$ cat src/rtl/axi_sram_burst_slave_if.sv
// AXI4 address/data/response channel bundle shared by the SRAM burst slave
// and whatever master drives it. Sideband (clock, reset, SRAM pins) stays on
// the module ports.
interface axi_sram_burst_slave_if #(
  parameter int ID_W   = 8,
  parameter int ADDR_W = 32,
  parameter int DATA_W = 32
);
  // write address
  logic [ID_W-1:0]     AWID;
  logic [ADDR_W-1:0]   AWADDR;
  logic [3:0]          AWLEN;
  logic [2:0]          AWSIZE;
  logic [1:0]          AWBURST;
  logic                AWVALID;
  logic                AWREADY;
  // write data
  logic [DATA_W-1:0]   WDATA;
  logic [DATA_W/8-1:0] WSTRB;
  logic                WLAST;
  logic                WVALID;
  logic                WREADY;
  // write response
  logic [ID_W-1:0]     BID;
  logic [1:0]          BRESP;
  logic                BVALID;
  logic                BREADY;
  // read address
  logic [ID_W-1:0]     ARID;
  logic [ADDR_W-1:0]   ARADDR;
  logic [3:0]          ARLEN;
  logic [2:0]          ARSIZE;
  logic [1:0]          ARBURST;
  logic                ARVALID;
  logic                ARREADY;
  // read data
  logic [ID_W-1:0]     RID;
  logic [DATA_W-1:0]   RDATA;
  logic [1:0]          RRESP;
  logic                RLAST;
  logic                RVALID;
  logic                RREADY;

  modport slave (
    input  AWID, AWADDR, AWLEN, AWSIZE, AWBURST, AWVALID,
    output AWREADY,
    input  WDATA, WSTRB, WLAST, WVALID,
    output WREADY,
    output BID, BRESP, BVALID,
    input  BREADY,
    input  ARID, ARADDR, ARLEN, ARSIZE, ARBURST, ARVALID,
    output ARREADY,
    output RID, RDATA, RRESP, RLAST, RVALID,
    input  RREADY
  );

  modport master (
    output AWID, AWADDR, AWLEN, AWSIZE, AWBURST, AWVALID,
    input  AWREADY,
    output WDATA, WSTRB, WLAST, WVALID,
    input  WREADY,
    input  BID, BRESP, BVALID,
    output BREADY,
    output ARID, ARADDR, ARLEN, ARSIZE, ARBURST, ARVALID,
    input  ARREADY,
    input  RID, RDATA, RRESP, RLAST, RVALID,
    output RREADY
  );
endinterface

$ cat src/rtl/axi_sram_burst_slave.sv
// AXI4 slave in front of a single-port synchronous SRAM macro. Serves one
// transaction at a time (INCR/FIXED bursts), round-robins between pending
// reads and writes, answers DECERR outside [BASE_ADDR, LIMIT_ADDR] and
// SLVERR for burst-length mismatches and WRAP bursts.
module axi_sram_burst_slave #(
  parameter int                ID_W       = 8,
  parameter int                ADDR_W     = 32,
  parameter int                DATA_W     = 32,
  parameter int                MEM_AW     = 14,
  parameter logic [ADDR_W-1:0] BASE_ADDR  = 32'h0000_0000,
  parameter logic [ADDR_W-1:0] LIMIT_ADDR = 32'h0000_FFFF
) (
  input  logic                ACLK,
  input  logic                ARESETn,
  axi_sram_burst_slave_if.slave axi,
  output logic                CS,
  output logic                OE,
  output logic [DATA_W/8-1:0] WEB,
  output logic [MEM_AW-1:0]   A,
  output logic [DATA_W-1:0]   DI,
  input  logic [DATA_W-1:0]   DO
);

  localparam int                BYTES    = DATA_W / 8;
  localparam logic [ADDR_W-1:0] SPAN     = LIMIT_ADDR - BASE_ADDR;
  localparam logic [MEM_AW-1:0] WORD_ONE = {{(MEM_AW-1){1'b0}}, 1'b1};
  localparam logic [1:0]        B_FIXED  = 2'b00;
  localparam logic [1:0]        B_WRAP   = 2'b10;
  localparam logic [1:0]        RESP_OK  = 2'b00;
  localparam logic [1:0]        RESP_SLV = 2'b10;
  localparam logic [1:0]        RESP_DEC = 2'b11;

  typedef enum logic [2:0] {IDLE, W_DATA, W_RESP, R_ISSUE, R_DATA} state_t;

  state_t            state_q, state_d;
  logic              rr_read_q, rr_read_d;   // 1: read wins a tie
  logic [ID_W-1:0]   id_q, id_d;
  logic [3:0]        len_q, len_d;
  logic [1:0]        burst_q, burst_d;
  logic [MEM_AW-1:0] addr_q, addr_d;
  logic [3:0]        beat_q, beat_d;
  logic              in_range_q, in_range_d;
  logic              len_err_q, len_err_d;
  logic              over_q, over_d;         // write beats past AWLEN

  // combinational outputs, mirrored onto the interface below
  logic              aw_ready, w_ready, b_valid, ar_ready, r_valid, r_last;
  logic [ID_W-1:0]   b_id, r_id;
  logic [1:0]        b_resp, r_resp;
  logic [DATA_W-1:0] r_data;

  logic              grant_w, grant_r;
  logic [ADDR_W-1:0] start_addr;
  logic [ADDR_W:0]   start_off;
  logic              start_in_range;
  logic              is_wrap;
  logic [MEM_AW-1:0] next_addr;
  logic              unused_sizes;

  // size is implied by the fixed 32-bit SRAM word
  assign unused_sizes = ^{axi.AWSIZE, axi.ARSIZE};

  assign is_wrap   = (burst_q == B_WRAP);
  assign next_addr = (burst_q == B_FIXED) ? addr_q : addr_q + WORD_ONE;

  // range decode on the start address of whichever side is being granted
  assign start_addr     = grant_w ? axi.AWADDR : axi.ARADDR;
  assign start_off      = {1'b0, start_addr} - {1'b0, BASE_ADDR};
  assign start_in_range = !start_off[ADDR_W] && (start_off[ADDR_W-1:0] <= SPAN);

  // state register and transaction context
  always_ff @(posedge ACLK or negedge ARESETn) begin
    if (!ARESETn) begin
      state_q    <= IDLE;
      rr_read_q  <= 1'b1;
      id_q       <= '0;
      len_q      <= '0;
      burst_q    <= '0;
      addr_q     <= '0;
      beat_q     <= '0;
      in_range_q <= 1'b0;
      len_err_q  <= 1'b0;
      over_q     <= 1'b0;
    end else begin
      state_q    <= state_d;
      rr_read_q  <= rr_read_d;
      id_q       <= id_d;
      len_q      <= len_d;
      burst_q    <= burst_d;
      addr_q     <= addr_d;
      beat_q     <= beat_d;
      in_range_q <= in_range_d;
      len_err_q  <= len_err_d;
      over_q     <= over_d;
    end
  end

  // next-state, arbitration, AXI channel and SRAM pin decode
  always_comb begin
    state_d    = state_q;
    rr_read_d  = rr_read_q;
    id_d       = id_q;
    len_d      = len_q;
    burst_d    = burst_q;
    addr_d     = addr_q;
    beat_d     = beat_q;
    in_range_d = in_range_q;
    len_err_d  = len_err_q;
    over_d     = over_q;
    grant_w    = 1'b0;
    grant_r    = 1'b0;
    aw_ready   = 1'b0;
    w_ready    = 1'b0;
    b_valid    = 1'b0;
    b_id       = '0;
    b_resp     = RESP_OK;
    ar_ready   = 1'b0;
    r_valid    = 1'b0;
    r_id       = '0;
    r_data     = '0;
    r_resp     = RESP_OK;
    r_last     = 1'b0;
    CS         = 1'b0;
    OE         = 1'b0;
    WEB        = '1;
    A          = '0;
    DI         = '0;

    case (state_q)
      IDLE: begin
        // gated by reset so READY stays low while ARESETn is asserted
        grant_r  = ARESETn && axi.ARVALID && (!axi.AWVALID || rr_read_q);
        grant_w  = ARESETn && axi.AWVALID && (!axi.ARVALID || !rr_read_q);
        aw_ready = grant_w;
        ar_ready = grant_r;
        if (grant_w || grant_r) begin
          addr_d     = start_addr[MEM_AW+1:2];
          beat_d     = '0;
          in_range_d = start_in_range;
          len_err_d  = 1'b0;
          over_d     = 1'b0;
          rr_read_d  = grant_w;   // the other side wins the next tie
        end
        if (grant_w) begin
          id_d    = axi.AWID;
          len_d   = axi.AWLEN;
          burst_d = axi.AWBURST;
          state_d = W_DATA;
        end else if (grant_r) begin
          id_d    = axi.ARID;
          len_d   = axi.ARLEN;
          burst_d = axi.ARBURST;
          state_d = R_ISSUE;
        end
      end

      W_DATA: begin
        w_ready = 1'b1;
        CS      = axi.WVALID;
        A       = addr_q;
        DI      = axi.WDATA;
        if (axi.WVALID && in_range_q && !over_q) begin
          WEB = ~axi.WSTRB;
        end
        if (axi.WVALID) begin
          addr_d = next_addr;
          if (axi.WLAST) begin
            len_err_d = len_err_q || over_q || (beat_q != len_q);
            state_d   = W_RESP;
          end else if (beat_q == len_q) begin
            // master is sending more beats than announced: swallow them
            over_d    = 1'b1;
            len_err_d = 1'b1;
          end else begin
            beat_d = beat_q + 4'd1;
          end
        end
      end

      W_RESP: begin
        b_valid = 1'b1;
        b_id    = id_q;
        if (!in_range_q) begin
          b_resp = RESP_DEC;
        end else if (len_err_q || is_wrap) begin
          b_resp = RESP_SLV;
        end
        if (axi.BREADY) begin
          state_d = IDLE;
        end
      end

      R_ISSUE: begin
        CS      = 1'b1;
        OE      = 1'b1;
        A       = addr_q;
        state_d = R_DATA;
      end

      R_DATA: begin
        // SRAM is left deselected so DO holds through an RREADY stall
        r_valid = 1'b1;
        r_id    = id_q;
        r_last  = (beat_q == len_q);
        r_data  = in_range_q ? DO : '0;
        if (!in_range_q) begin
          r_resp = RESP_DEC;
        end else if (is_wrap) begin
          r_resp = RESP_SLV;
        end
        if (axi.RREADY) begin
          if (r_last) begin
            state_d = IDLE;
          end else begin
            addr_d  = next_addr;
            beat_d  = beat_q + 4'd1;
            state_d = R_ISSUE;
          end
        end
      end

      default: state_d = IDLE;
    endcase
  end

  assign axi.AWREADY = aw_ready;
  assign axi.WREADY  = w_ready;
  assign axi.BVALID  = b_valid;
  assign axi.BID     = b_id;
  assign axi.BRESP   = b_resp;
  assign axi.ARREADY = ar_ready;
  assign axi.RVALID  = r_valid;
  assign axi.RID     = r_id;
  assign axi.RDATA   = r_data;
  assign axi.RRESP   = r_resp;
  assign axi.RLAST   = r_last;

endmodule

$ cat src/flat_wrapper.sv
// flat-port wrapper written by rule: the top's interface ports become plain ports
module axi_sram_burst_slave_flat 
#(
  parameter int                ID_W       = 8,
  parameter int                ADDR_W     = 32,
  parameter int                DATA_W     = 32,
  parameter int                MEM_AW     = 14,
  parameter logic [ADDR_W-1:0] BASE_ADDR  = 32'h0000_0000,
  parameter logic [ADDR_W-1:0] LIMIT_ADDR = 32'h0000_FFFF
)
  (ACLK, ARESETn, CS, OE, WEB, A, DI, DO, axi_AWID, axi_AWADDR, axi_AWLEN, axi_AWSIZE, axi_AWBURST, axi_AWVALID, axi_AWREADY, axi_WDATA, axi_WSTRB, axi_WLAST, axi_WVALID, axi_WREADY, axi_BID, axi_BRESP, axi_BVALID, axi_BREADY, axi_ARID, axi_ARADDR, axi_ARLEN, axi_ARSIZE, axi_ARBURST, axi_ARVALID, axi_ARREADY, axi_RID, axi_RDATA, axi_RRESP, axi_RLAST, axi_RVALID, axi_RREADY);
  axi_sram_burst_slave_if #(.ID_W(ID_W), .ADDR_W(ADDR_W), .DATA_W(DATA_W)) axi_i ();
  input  logic ACLK;
  input  logic ARESETn;
  output logic CS;
  output logic OE;
  output logic [DATA_W/8-1:0] WEB;
  output logic [MEM_AW-1:0] A;
  output logic [DATA_W-1:0] DI;
  input  logic [DATA_W-1:0] DO;
  input wire logic [$bits(axi_i.AWID)-1:0] axi_AWID;
  input wire logic [$bits(axi_i.AWADDR)-1:0] axi_AWADDR;
  input wire logic [$bits(axi_i.AWLEN)-1:0] axi_AWLEN;
  input wire logic [$bits(axi_i.AWSIZE)-1:0] axi_AWSIZE;
  input wire logic [$bits(axi_i.AWBURST)-1:0] axi_AWBURST;
  input wire logic [$bits(axi_i.AWVALID)-1:0] axi_AWVALID;
  output wire logic [$bits(axi_i.AWREADY)-1:0] axi_AWREADY;
  input wire logic [$bits(axi_i.WDATA)-1:0] axi_WDATA;
  input wire logic [$bits(axi_i.WSTRB)-1:0] axi_WSTRB;
  input wire logic [$bits(axi_i.WLAST)-1:0] axi_WLAST;
  input wire logic [$bits(axi_i.WVALID)-1:0] axi_WVALID;
  output wire logic [$bits(axi_i.WREADY)-1:0] axi_WREADY;
  output wire logic [$bits(axi_i.BID)-1:0] axi_BID;
  output wire logic [$bits(axi_i.BRESP)-1:0] axi_BRESP;
  output wire logic [$bits(axi_i.BVALID)-1:0] axi_BVALID;
  input wire logic [$bits(axi_i.BREADY)-1:0] axi_BREADY;
  input wire logic [$bits(axi_i.ARID)-1:0] axi_ARID;
  input wire logic [$bits(axi_i.ARADDR)-1:0] axi_ARADDR;
  input wire logic [$bits(axi_i.ARLEN)-1:0] axi_ARLEN;
  input wire logic [$bits(axi_i.ARSIZE)-1:0] axi_ARSIZE;
  input wire logic [$bits(axi_i.ARBURST)-1:0] axi_ARBURST;
  input wire logic [$bits(axi_i.ARVALID)-1:0] axi_ARVALID;
  output wire logic [$bits(axi_i.ARREADY)-1:0] axi_ARREADY;
  output wire logic [$bits(axi_i.RID)-1:0] axi_RID;
  output wire logic [$bits(axi_i.RDATA)-1:0] axi_RDATA;
  output wire logic [$bits(axi_i.RRESP)-1:0] axi_RRESP;
  output wire logic [$bits(axi_i.RLAST)-1:0] axi_RLAST;
  output wire logic [$bits(axi_i.RVALID)-1:0] axi_RVALID;
  input wire logic [$bits(axi_i.RREADY)-1:0] axi_RREADY;
  assign axi_i.AWID = axi_AWID;
  assign axi_i.AWADDR = axi_AWADDR;
  assign axi_i.AWLEN = axi_AWLEN;
  assign axi_i.AWSIZE = axi_AWSIZE;
  assign axi_i.AWBURST = axi_AWBURST;
  assign axi_i.AWVALID = axi_AWVALID;
  assign axi_AWREADY = axi_i.AWREADY;
  assign axi_i.WDATA = axi_WDATA;
  assign axi_i.WSTRB = axi_WSTRB;
  assign axi_i.WLAST = axi_WLAST;
  assign axi_i.WVALID = axi_WVALID;
  assign axi_WREADY = axi_i.WREADY;
  assign axi_BID = axi_i.BID;
  assign axi_BRESP = axi_i.BRESP;
  assign axi_BVALID = axi_i.BVALID;
  assign axi_i.BREADY = axi_BREADY;
  assign axi_i.ARID = axi_ARID;
  assign axi_i.ARADDR = axi_ARADDR;
  assign axi_i.ARLEN = axi_ARLEN;
  assign axi_i.ARSIZE = axi_ARSIZE;
  assign axi_i.ARBURST = axi_ARBURST;
  assign axi_i.ARVALID = axi_ARVALID;
  assign axi_ARREADY = axi_i.ARREADY;
  assign axi_RID = axi_i.RID;
  assign axi_RDATA = axi_i.RDATA;
  assign axi_RRESP = axi_i.RRESP;
  assign axi_RLAST = axi_i.RLAST;
  assign axi_RVALID = axi_i.RVALID;
  assign axi_i.RREADY = axi_RREADY;
  axi_sram_burst_slave #(.ID_W(ID_W), .ADDR_W(ADDR_W), .DATA_W(DATA_W), .MEM_AW(MEM_AW), .BASE_ADDR(BASE_ADDR), .LIMIT_ADDR(LIMIT_ADDR)) u_core (.ACLK(ACLK), .ARESETn(ARESETn), .axi(axi_i), .CS(CS), .OE(OE), .WEB(WEB), .A(A), .DI(DI), .DO(DO));
endmodule
$ cat config.mk
export PLATFORM = sky130hd
export DESIGN_NAME = axi_sram_burst_slave_flat
export DESIGN_NICKNAME = d
export VERILOG_FILES = /design/src/rtl/axi_sram_burst_slave_if.sv /design/src/rtl/axi_sram_burst_slave.sv /design/src/flat_wrapper.sv
export SDC_FILE = /design/constraint.sdc
export NUM_CORES = 1
export LEC_CHECK = 0
export ABC_CLOCK_PERIOD_IN_PS = 1800
export CORE_MARGIN = 2
export CORE_UTILIZATION = 29
export CTS_CLUSTER_SIZE = 20
export DETAILED_ROUTE_END_ITERATION = 10
export HOLD_SLACK_MARGIN = 0.02
export MAX_ROUTING_LAYER = met4
export PLACE_DENSITY = 0.78
export SETUP_SLACK_MARGIN = 0.4
export SLEW_MARGIN = 30
export SYNTH_ARGS = -nofsm -noshare
export SYNTH_HDL_FRONTEND = slang
export SYNTH_SLANG_ARGS = --single-unit
$ cat constraint.sdc
create_clock -name ACLK -period 1.8 [get_ports ACLK]
set_input_delay 0.36 -clock ACLK [delete_from_list [all_inputs] [get_ports ACLK]]
set_output_delay 0.36 -clock ACLK [all_outputs]
set_load 0.005 [all_outputs]
== Yosys cells after proc, flatten, opt, wreduce, memory -nomap -nowiden ==
Cells that the tools add are included.

* Input port bits: 174
* Flip-flop bits (word level): 39

* Magnitude comparators: 1
* Mux-type cells: 57
* Bitwise logic cells: 1
* $add $sub $neg: 2
* Reductions and logical operators: 29
* Equal/unequal tests: 17

{| class="wikitable"
|+ Operators with widths
! cell !! number
|-
| two-way mux 32 bit || 4
|-
| two-way mux 14 bit || 6
|-
| one-hot mux 14 bit (3 select lines) || 1
|-
| two-way mux 4 bit || 9
|-
| less-or-equal comparator 32 x 16 -> 1 bit, second input constant || 1
|-
| two-way mux 8 bit || 4
|-
| AND reduction 5 bit || 4
|-
| two-way mux 2 bit || 9
|-
| two-way mux 3 bit || 6
|-
| one-hot mux 3 bit (5 select lines) || 1
|-
| adder 14 x 1 -> 14 bit, second input constant || 1
|-
| two-way mux 1 bit || 13
|-
| inequality test 2 bit, second input constant || 6
|-
| one-hot mux 4 bit (3 select lines) || 1
|-
| equality test 3 x 2 -> 1 bit, second input constant || 2
|-
| logical AND 1 bit || 6
|-
| logical OR 1 bit || 6
|-
| one-hot mux 1 bit (2 select lines) || 3
|-
| adder 4 x 1 -> 4 bit, second input constant || 1
|-
| equality test 4 bit || 1
|-
| zero test 1 bit || 4
|-
| inequality test 2 x 1 -> 1 bit, second input constant || 2
|-
| inequality test 4 bit || 1
|-
| inverter 4 bit || 1
|-
| other kinds (12) || 14
|}

== Depth between registers and ports, before layout ==
* Depth after elaboration: 7
* Gate-level depth with buffers: 8
* Gate-level depth less buffers: 6

== Worst setup path before layout ==
OpenSTA, ideal clock, no wires.

* Path type: reg2out
* Start: register u_core.state_q[1]
* End: output port axi_RDATA[23]
* Cell stages (with the launch flop): 6
* Arrival time: 1.460 ns
* Setup slack: -0.020 ns
* Path through: dfrtp_1 > nor2_1 > nand2_1 > inv_1 > clkbuf_1 > and3_1

* Longest elaborated chain between the ends: 2

{| class="wikitable"
|+ RTL lines
! what !! RTL line !! text
|-
| start, declared || axi_sram_burst_slave.sv:35 || <nowiki>state_t state_q, state_d;</nowiki>
|-
| start signal, assigned || axi_sram_burst_slave.sv:85 || <nowiki>state_q <= state_d;</nowiki>
|-
| equality test 3 bit || axi_sram_burst_slave.sv:129 || <nowiki>case (state_q)</nowiki>
|-
| two-way mux 32 bit || axi_sram_burst_slave.sv:129 ||
|-
| end, declared || flat_wrapper.sv:45 || <nowiki>output wire logic [$bits(axi_i.RDATA)-1:0] axi_RDATA;</nowiki>
|}

Every way passes these cells.

== Final worst setup path ==
* Start: register u_core.state_q[0]
* End: output port WEB[1]

* Longest elaborated chain between the ends: 2

{| class="wikitable"
|+ RTL lines
! what !! RTL line !! text
|-
| equality test 3 x 1 -> 1 bit || axi_sram_burst_slave.sv:129 ||
|-
| two-way mux 4 bit || axi_sram_burst_slave.sv:129 ||
|-
| end, declared || flat_wrapper.sv:17 || <nowiki>output logic [DATA_W/8-1:0] WEB;</nowiki>
|}

Every way passes these cells.

==> results_dict.tcl <==
set metrics [dict create \
    routed_wl_um 21300 \
    io_pins 284 \
    cts.sinks 39 \
    vias 5178 \
    synthToLayoutAreaGrowth_pct 170 \
    hold_ws_ps 159 \
    tightest_slew_ps 844 \
    port_buffers 273 \
    yosysTopAreaCellShare 0.289 \
    r2r_slack_ps -260 \
    placed_area_um2 6520 \
    layout_commonest_cell "clkdlybuf4s50_1" \
    clock_latency_ps 280 \
    grt_pass1_wl_um 28500 \
    post-route-min-period_ps 2120 \
    gp_congestion 1.03 \
    start_util 0.301 \
    drc 0 \
    grt_use_met1 0.315 \
    fill_cells 589 \
    use_met2 0.544 \
    p_total_w 0.0117 \
    drt_iter0_markers 372 \
    syn_area_per_cell_um2 8.08 \
    grt_max_degree 36 \
    synth_ff_type "dfrtp_1" \
    h-tree-depth 2 \
    clock_path_buffers 2 \
    die_y_um 110 \
    core_um2 10900 \
    synth_warnings 0 \
    path_max_fanout 4 \
    dieArea_um2 12200 \
    worst_ep_arrival_time_ps 1760 \
    nNetsFinal 969 \
    yosys-top-cells-area "dfrtp_1, and3_1, mux2i_1" \
    p_per_area_nw_per_um2 1320 \
    ant_nets 0 \
    yosysSeqAreaShare 0.297 \
    synth_edf_count 0 \
    multi_input_area_um2 2970 \
    end_kind "primary output" \
    crit_path_top_delay_cell "dfrtp_2" \
    wire_per_inst_um 22.8 \
    setup_viol 136 \
    yosysUniqueCellTypes 50 \
    path_class "reg -> out" \
    layout_setup_ws_ps -318 \
    final_area_um2 8860 \
    hold_viol_final 0 \
    grt.total_usage 0.297 \
    cts_buffers 5 \
    grt_antenna_before_repair 3 \
    yosysTopAreaCell "dfrtp_1" \
    use_met3 0.0582 \
    num_rows 38 \
    violations "negative setup slack" \
    first_pass_iters 4 \
    crit_chain "buf_6 > buf_6 > inv_6 > nor3_4 > and4b_2 > buf_6 > buf_6 > nand2_2 > buf_6" \
    maxSlewViolCount 0 \
    crit_top_cell "buf_6" \
    drive_gt1_frac 0.548 \
    hold_path.class "in -> async" \
    avgViaCountPerCell 5.53 \
    power_leakage_nw 4.01 \
    utilization 0.810 \
    ff_latch_area_um2 982 \
    grt_pass1_vias 5143 \
    dp_hpwl_um 12000 \
    die_x_um 110 \
    path_clk_slew_ps 60 \
    syn_area_um2 3290 \
    maxSlewHeadroom 0.423 \
    startpoint_type "register" \
    async_flop_share 1.00 \
    fmax_mhz 472 \
    rsz0062_at_grt "true" \
    ys_ff_latch 39 \
    dp_slack_ps -334 \
    status "complete, but fails checks" \
    final_cell_mix "clkdlybuf4s50_1, buf_6, and3_4" \
    syn-num-nets 583 \
    max_cap_violations 0 \
    cts_tree "done" \
    cts-root-buf "clkbuf_16" \
    cp_slowest_stage_delay_ps 430 \
    finalClockSkew_ps 9.39 \
    gr-max-usage-layer "met2" \
    synthCells 407 \
    required_ps 1440 \
    overflow 0 \
    finalCritPeriodShare 1.18 \
    ir_worst_vdd_mv 0.860 \
]
[report_power, final]
group	leakage [nW]	internal [W]	switching [W]	total [W]
logic	3.47	0.00533	0.00368	0.00901
registers	0.469	0.00128	0.000522	0.00181
clock network	0.0679	0.000513	0.000366	0.000880
total	4.01	0.00713	0.00456	0.0117
[sequential cells by signal (all words and copies together), names as in the netlist]
signal             count
u_core.state_q         3
u_core.in_range_q      1
u_core.burst_q         2
u_core.over_q          1
u_core.rr_read_q       1
u_core.addr_q         14
u_core.len_q           4
u_core.id_q            8
u_core.len_err_q       1
u_core.beat_q          4
[layout make-up]
class / count / share of cell area
Timing Repair Buffer: 411 / 0.514
Multi-Input combinational cell: 328 / 0.335
Sequential cell: 39 / 0.111
Tap cell: 140 / 0.0198
Clock buffer: 7 / 0.0150
Inverter: 8 / 0.00452
Antenna cell: 3 / 0.000847
Clock inverter: 1 / 0.000565
[what timing repair did]
action                     CTS  global route
resized for setup          607           214
hold buffers                 1             0
hold endpoints to repair     1             0
pin swaps                   49            70
buffers inserted            46            20
cloned                      16             4
setup endpoints to repair  147           148
[per-stage QoR]
stage	TNS, ps	cells
after detailed placement	-16610	839
after floorplan	0	407
after CTS	-14890	910
after global placement	-15250	839
final	-23250	937
after global routing	-29840	937
[logic make-up (layout without fill, tap and decap cells)]
| kind of cell | after synthesis | count (layout) | share of synthesized area |
|---|---|---|---|
| compound gates | 77 | 77 | 0.159 |
| xor+xnor | 4 | 4 | 0.0107 |
| fa+ha+maj | 2 | 2 | 0.00761 |
| buf+inv | 40 | 427 | 0.0563 |
| flops | 39 | 39 | 0.297 |
| mux | 34 | 34 | 0.109 |
| other cells | 0 | 3 | 0 |
| simple gates | 211 | 211 | 0.360 |
[synthesized netlist by cell type (4+ instances only)]
master and count:
and3_1 92, dfrtp_1 38, nand2_1 34, mux2i_1 23
nor2_1 23, o21ai_0 23, clkbuf_1 21, a21oi_1 14
nor3_1 14, and2_1 10, mux2_2 10, inv_1 8
nor4_1 8, a2bb2oi_1 7, buf_2 7, nand2b_1 7
nand3_1 7, nand4_1 5, a31oi_1 4, o22a_1 4
o22ai_1 4, xnor2_1 4
[critical path, delay by kind of cell, from the launching register on]
family	cells	cell delay (ps)
and+or+nand+nor	3	490
DFF	1	430
buffers and inverters	6	550
[metal layers]
metal | vias up | wire length, µm | share of wire
li1 | 2288 | - | -
met5 | - | 0 | 0
met3 | 78 | 1160 | 0.055
met1 | 2533 | 7590 | 0.36
met2 | 279 | 11400 | 0.53
met4 | 0 | 1180 | 0.055
[path summary, 6_finish.rpt]
kind                                     endpoint               from  cells after the start
max in group asynchronous       u_core.state_q[2]            ARESETn                      3
worst min register to register   u_core.rr_read_q   u_core.rr_read_q                      2
worst min-delay path             u_core.len_err_q            ARESETn                      2
worst max register to register  u_core.addr_q[10]  u_core.state_q[2]                      9
worst max-delay path                       WEB[1]  u_core.state_q[0]                      9
min in group ACLK                u_core.rr_read_q   u_core.rr_read_q                      2
Note: power is estimated with default switching activity, not from simulation.
